File: config.mk
export PLATFORM = sky130hd
export DESIGN_NAME = sync_fifo_ctrl
export DESIGN_NICKNAME = d
export VERILOG_FILES = /design/src/rtl/sync_fifo_ctrl.sv
export SDC_FILE = /design/constraint.sdc
export NUM_CORES = 1
export LEC_CHECK = 0
export ABC_AREA = 1
export CELL_PAD_IN_SITES_DETAIL_PLACEMENT = 1
export CELL_PAD_IN_SITES_GLOBAL_PLACEMENT = 1
export CORE_AREA = 4 4 252 254
export CTS_CLUSTER_DIAMETER = 50
export DETAILED_ROUTE_END_ITERATION = 16
export DIE_AREA = 0 0 256 258
export PLACE_DENSITY_LB_ADDON = 0.1
export SYNTH_ARGS = -nofsm -noshare
export SYNTH_HDL_FRONTEND = slang
export SYNTH_SLANG_ARGS = --single-unit
File: constraint.sdc
create_clock -name clk -period 5.8 [get_ports clk]
set_clock_uncertainty 0.1 [all_clocks]
set_input_delay 0.58 -clock clk [delete_from_list [all_inputs] [get_ports clk]]
set_output_delay 0.58 -clock clk [all_outputs]
set_load 0.01 [all_outputs]
File: src/rtl/sync_fifo_ctrl.sv
// Single-clock FIFO controller with any depth >= 2, optional FWFT read,
// programmable almost flags, occupancy count, flush and sticky errors.
module sync_fifo_ctrl #(
  parameter int BITS   = 32,
  parameter int SIZE   = 16,
  parameter int FWFT   = 0,
  parameter int AF_THR = SIZE - 2,
  parameter int AE_THR = 2
) (
  input  logic                        clk,
  input  logic                        rst,
  input  logic                        p_flush,
  input  logic                        p_write_en,
  input  logic [BITS-1:0]             p_write_data,
  output logic                        p_write_full,
  output logic                        p_write_almost_full,
  input  logic                        p_read_en,
  output logic [BITS-1:0]             p_read_data,
  output logic                        p_read_empty,
  output logic                        p_read_almost_empty,
  output logic [$clog2(SIZE+1)-1:0]   p_level,
  output logic                        p_overflow,
  output logic                        p_underflow
);

  localparam int LW = $clog2(SIZE + 1);
  localparam int PW = (SIZE > 1) ? $clog2(SIZE) : 1;

  if (SIZE < 2 || AE_THR < 0 || AE_THR >= AF_THR || AF_THR > SIZE)
  begin : g_bad_params
    $fatal(1, "sync_fifo_ctrl: illegal SIZE/AF_THR/AE_THR");
  end

  logic [BITS-1:0] r_mem [SIZE];
  logic [PW-1:0]   r_wr_ptr, r_rd_ptr;
  logic [LW-1:0]   r_level;
  logic            r_full, r_afull, r_empty, r_aempty;
  logic            r_ovf, r_unf;

  logic            w_rd_acc, w_wr_acc;
  logic            w_ovf_set, w_unf_set;
  logic [PW-1:0]   w_wr_ptr_nxt, w_rd_ptr_nxt;
  logic [LW-1:0]   w_level_nxt;

  always_comb begin
    w_rd_acc  = p_read_en && !r_empty && !p_flush;
    w_wr_acc  = p_write_en && (!r_full || w_rd_acc) && !p_flush;
    w_ovf_set = p_write_en && !w_wr_acc && !p_flush;
    w_unf_set = p_read_en && !w_rd_acc && !p_flush;

    w_wr_ptr_nxt = r_wr_ptr;
    w_rd_ptr_nxt = r_rd_ptr;
    // explicit wrap keeps non-power-of-two depths correct
    if (w_wr_acc)
      w_wr_ptr_nxt = (r_wr_ptr == PW'(SIZE - 1)) ? '0 : r_wr_ptr + PW'(1);
    if (w_rd_acc)
      w_rd_ptr_nxt = (r_rd_ptr == PW'(SIZE - 1)) ? '0 : r_rd_ptr + PW'(1);

    w_level_nxt = r_level;
    unique case ({w_wr_acc, w_rd_acc})
      2'b10:   w_level_nxt = r_level + LW'(1);
      2'b01:   w_level_nxt = r_level - LW'(1);
      default: w_level_nxt = r_level;
    endcase

    if (p_flush) begin
      w_wr_ptr_nxt = '0;
      w_rd_ptr_nxt = '0;
      w_level_nxt  = '0;
    end
  end

  always_ff @(posedge clk) begin
    if (rst) begin
      r_wr_ptr <= '0;
      r_rd_ptr <= '0;
      r_level  <= '0;
      r_full   <= 1'b0;
      r_afull  <= 1'b0;
      r_empty  <= 1'b1;
      r_aempty <= 1'b1;
      r_ovf    <= 1'b0;
      r_unf    <= 1'b0;
    end else begin
      r_wr_ptr <= w_wr_ptr_nxt;
      r_rd_ptr <= w_rd_ptr_nxt;
      r_level  <= w_level_nxt;
      r_full   <= (w_level_nxt == LW'(SIZE));
      r_afull  <= (w_level_nxt >= LW'(AF_THR));
      r_empty  <= (w_level_nxt == '0);
      r_aempty <= (w_level_nxt <= LW'(AE_THR));
      if (w_ovf_set) r_ovf <= 1'b1;
      if (w_unf_set) r_unf <= 1'b1;
    end
  end

  always_ff @(posedge clk) begin
    if (!rst && w_wr_acc)
      r_mem[r_wr_ptr] <= p_write_data;
  end

  if (FWFT != 0) begin : g_fwft
    assign p_read_data = r_empty ? '0 : r_mem[r_rd_ptr];
  end else begin : g_reg
    logic [BITS-1:0] r_rdata;
    always_ff @(posedge clk) begin
      if (rst)
        r_rdata <= '0;
      else if (w_rd_acc)
        r_rdata <= r_mem[r_rd_ptr];
    end
    assign p_read_data = r_rdata;
  end

  assign p_write_full        = r_full;
  assign p_write_almost_full = r_afull;
  assign p_read_empty        = r_empty;
  assign p_read_almost_empty = r_aempty;
  assign p_level             = r_level;
  assign p_overflow          = r_ovf;
  assign p_underflow         = r_unf;

endmodule

# Yosys cells after proc, flatten, opt, wreduce, memory -nomap -nowiden
# Memory sizes are Yosys's and may differ from the RTL's. A register that Yosys moved wholly into a read port is not among the register bits.
# Index checks and enable logic that the tools add are counted.
# totals
in_bits	37
register_bits	19
out_inout_bits	43
ramBits	512
n_memories	1
# mem_list
name	depth	word_bits	read_ports	rd_ports_with_merged_regs	wr	line_no	text
r_mem	16	32	1	1	1	34	logic [BITS-1:0] r_mem [SIZE];
# classes
n_lt_le_gt_ge	2
n_mux	6
n_eq_ne	5
add_sub_neg	4
n_reduce_logical	18
# ops
operator	count
$pmux W5 S2	1
$logic_and A1 B1 Y1	9
$add A4 B1 Y4 const B	2
$eq A4 B4 Y1 const B	2
$mux W4	2
$logic_not A1 Y1	6
$add A5 B1 Y5 const B	1
$eq A5 B5 Y1 const B	1
$ge A5 B4 Y1 const B	1
$le A5 B2 Y1 const B	1
$logic_not A5 Y1	1
$mux W5	1
$sub A5 B1 Y5 const B	1
$eq A2 B1 Y1 const B	1
$eq A2 B2 Y1 const B	1
$mux W1	2
$reduce_or A2 Y1	1
$logic_or A1 B1 Y1	1

# Depth between registers and ports, before layout
# logic_depth
word_depth	10
depth_mapped	21
mapped_depth_nobuf	21

# Least setup slack after synthesis
# No wires, ideal clock.
# synth_path
path_type	in2reg
start	input port rst
end	memory r_mem[11][0], enable pin
path_buffers	2
path_stages	5
slack_ns	2.592
arrival_ns	2.687
cell_sequence	buf_4 -> clkinv_1 -> clkbuf_1 -> nand3_1 -> nor2_1
# synth_between
elab_chain_cells	4
# synth_rtl
element	line_no	text
start: declaration	11	input logic rst,
$logic_not A1 Y1	98	if (!rst && w_wr_acc)
$logic_and A1 B1 Y1	98	
$mux W1	98	
$mux W1 (not written as such)	99	r_mem[r_wr_ptr] <= p_write_data;
end: declaration	34	
# Every way passes these cells.

# Worst setup path after layout
# layout_path
start	input port p_flush
end	register r_aempty (netlist: p_read_almost_empty)
# layout_between
elab_chain_cells	9
elab_cells_between_ends	10
# layout_rtl
element	line_no	text
start: declaration	12	input logic p_flush,
$logic_not A1 Y1	46, 47	
$logic_and A1 B1 Y1	46	w_rd_acc = p_read_en && !r_empty && !p_flush;
$logic_or A1 B1 Y1	47	w_wr_acc = p_write_en && (!r_full || w_rd_acc) && !p_flush;
$logic_and A1 B1 Y1 (2 in series)	47	
$eq A2 B1 Y1 / $eq A2 B2 Y1 (equally long branches)	60	unique case ({w_wr_acc, w_rd_acc})
$pmux W5 S2	60	
$mux W5 *	66	if (p_flush) begin
$le A5 B2 Y1 *	91	r_aempty <= (w_level_nxt <= LW'(AE_THR));
end signal: assignment	91	
end: declaration	37	logic r_full, r_afull, r_empty, r_aempty;
# Every way passes the cells marked *; elsewhere a longest branch is shown, timed or not.
# A chain may end at the register's enable or synchronous reset.

==> flow_metrics.tcl <==
set metrics [dict create \
    outcome "finished, final reports clean" \
    start_kind "primary input" \
    cts_max_level 3 \
    fin_util_pct 43.78 \
    synth_edf_count 512 \
    drtPass1Iterations 5 \
    hp-class "reg2reg" \
    dp_hpwl_mm 34.71 \
    end_kind "register" \
    cp_max_fo 39 \
    die_w_microns 256 \
    slew_viol_final 0 \
    fmax_mhz 282.3 \
    clock_path_buffers 3 \
    cts_sinks 563 \
    period_share_pct 61.08 \
    initial_core_util_pct 37.67 \
    drive_gt1_share_pct 7.806 \
    setup_viol 0 \
    syn_area_sq_um 23070 \
    syn-num-nets 1971 \
    grt_usage_pct 18.38 \
    yosysSeqAreaShare_pct 71.06 \
    ff2ff_setup_slack_ns 2.62 \
    antenna_found_initial 0 \
    p_leak_nw 9.388 \
    synth_area_leaders "edfxtp_1, nand3_1, inv_1" \
    wl_mm 60.93 \
    crit_required_ns 6.21 \
    worst_slack_ns 2.257 \
    numCtsBuffers 70 \
    rsz0062_at_grt "false" \
    setup_tns_ns 0 \
    ys.flop_type "edfxtp_1" \
    postCtsHoldBufs 0 \
    drt_iter0_markers 1030 \
    grt_max_degree 136 \
    arrival_ns 3.96 \
    clkTransAtPathRegs_ns 0.06 \
    cts-root-buf "clkbuf_16" \
    diodes 0 \
    ios 80 \
    cp_slowest_stage_delay_ns 0.67 \
    synth_top_area_cell "edfxtp_1" \
    wl_per_cell_microns 21.55 \
    max_cap_viol_count 0 \
    critical_path_class "in2reg" \
    synth_warnings 0 \
    ys_types 30 \
    path_cells "clkdlybuf4s50_1 -> inv_2 -> nand3_4 -> clkinv_2 -> ha_1 -> nand2_1 -> inv_1 -> nor2_1 -> ha_1 -> nor2_1 -> nor2_1 -> o21ai_0 -> nor2_1 -> a21oi_1 -> nand2_1 -> o21bai_1" \
    core_area_sq_um 61260 \
    cts_tree "yes" \
    vias 14560 \
    hold_violations 0 \
    overflow 0 \
    post-cts-setup-buffers 0 \
    clock_latency_ns 0.60 \
    die_area_sq_um 66050 \
    cts-resized-gates 0 \
    slew_headroom_pct 14.91 \
    die_h_microns 258 \
    tightest_slew_ns 1.273 \
    vdd_drop_max_mv 0.2170 \
    synth_cells 1926 \
    postSynthAreaPerCell_sq_um 11.98 \
    grt_pass1_vias 15340 \
    pre_cts_ws_ns 1.599 \
    async_reset_ff_share_pct 0 \
    p_per_area_nw_per_um2 334.7 \
    ant_nets 0 \
    std_cell_rows 91 \
    path_common_cell "nor2_1" \
    vias_per_cell 5.149 \
    synth_commonest_cells "edfxtp_1, inv_1, nand3_1" \
    area_growth_pct 16.22 \
    grt_first_pass_wirelength_mm 93.85 \
    layout_min_cycle_time_ns 3.543 \
    finalWeightedCongestion 0.7586 \
    synth_seq_cells 563 \
    portBuffers 79 \
    finalNetCount 2027 \
    critPathSlowestCell "clkdlybuf4s50_1" \
    drc 0 \
    synth.most_common_cell "edfxtp_1" \
    netlist.area_leader.share_pct 66.63 \
]
[state kept, by name, summed over array words and instances, names as in the netlist]
register,count
r_wr_ptr,4
r_mem,512
p_read_data,32
p_overflow,1
p_read_empty,1
r_rd_ptr,4
p_write_almost_full,1
p_read_almost_empty,1
p_underflow,1
p_level,5
p_write_full,1
[layout by cell type, fill, tap and decap left out, types with 12 or more instances in the layout]
cell type        instances
a21oi_1                139
buf_4                   18
clkbuf_1                14
clkbuf_16               72
clkdlybuf4s50_1         79
clkinv_1                12
clkinv_2                12
dfxtp_1                 47
edfxtp_1               512
inv_1                  305
nand2_1                198
nand3_1                239
nor2_1                  22
nor2_4                  17
o211ai_1               128
o21a_1                  32
o21ai_0                135
[power by group]
part,internal (mW),switching (mW)
logic,0.112,0.211
registers,4.45,0.0211
clock network,2.49,1.69
total,7.05,1.93
[cells by family (layout without fill, tap and decap cells)]
family / count (synthesis) / in the layout / share of synthesized area (%)
AOI/OAI and AO/OA: 438 / 438 / 11.25
xor gates and xnor gates: 2 / 2 / 0.07593
adders and majority gates: 8 / 8 / 0.4338
buffers and inverters: 429 / 540 / 7.738
DFF: 563 / 563 / 71.06
and+or+nand+nor: 486 / 486 / 9.446
[layout make-up]
class,instances,area [sq um]
clock inverters,39,329.1
clock buffers,88,1882
well taps,790,988.4
inverters,311,1171
fillers,6451,34440
flip-flops and latches,563,16410
repair buffers,102,1026
multi-input cells,934,5014
[layer usage]
metal | global-route usage, % | share of wire, % | vias up
met5 | 0 | 0 | -
met4 | 4.693 | 1.7 | 0
met3 | 2.962 | 3.6 | 64
met2 | 30.78 | 48 | 232
met1 | 25.20 | 46 | 7372
li1 | - | - | 6887
[through the flow]
step / std cells / total power [mW] / instance area [sq um] / hold WS (ns)
3_3_place_gp: 2700 / 4.881 / 24610 / 0.3462
3_5_place_dp: 2700 / 4.888 / 24610 / 0.3543
4_1_cts: 2827 / 9.102 / 26820 / 0.3658
2_1_floorplan: 1926 / 4.706 / 23070 / 0.3699
6_report: 2827 / 8.977 / 26820 / 0.3631
5_1_grt: 2827 / 9.318 / 26820 / 0.3962
[worst paths after layout]
| path | start | cells past startpoint | to |
|---|---|---|---|
| setup / recovery | p_flush | 16 | p_read_almost_empty |
| setup reg to reg | p_read_empty | 15 | p_read_almost_empty |
| hold reg to reg | p_underflow | 2 | p_underflow |
| hold / removal | p_underflow | 2 | p_underflow |
[worst max-delay path, delay by kind of cell]
family	cells	cell delay (ns)
buffers and inverters	4	1.47
AND/OR/NAND/NOR	7	0.64
adder cells (fa/ha/maj)	2	0.87
AO/OA/AOI/OAI	3	0.39
(Power assumes the default switching activity.)
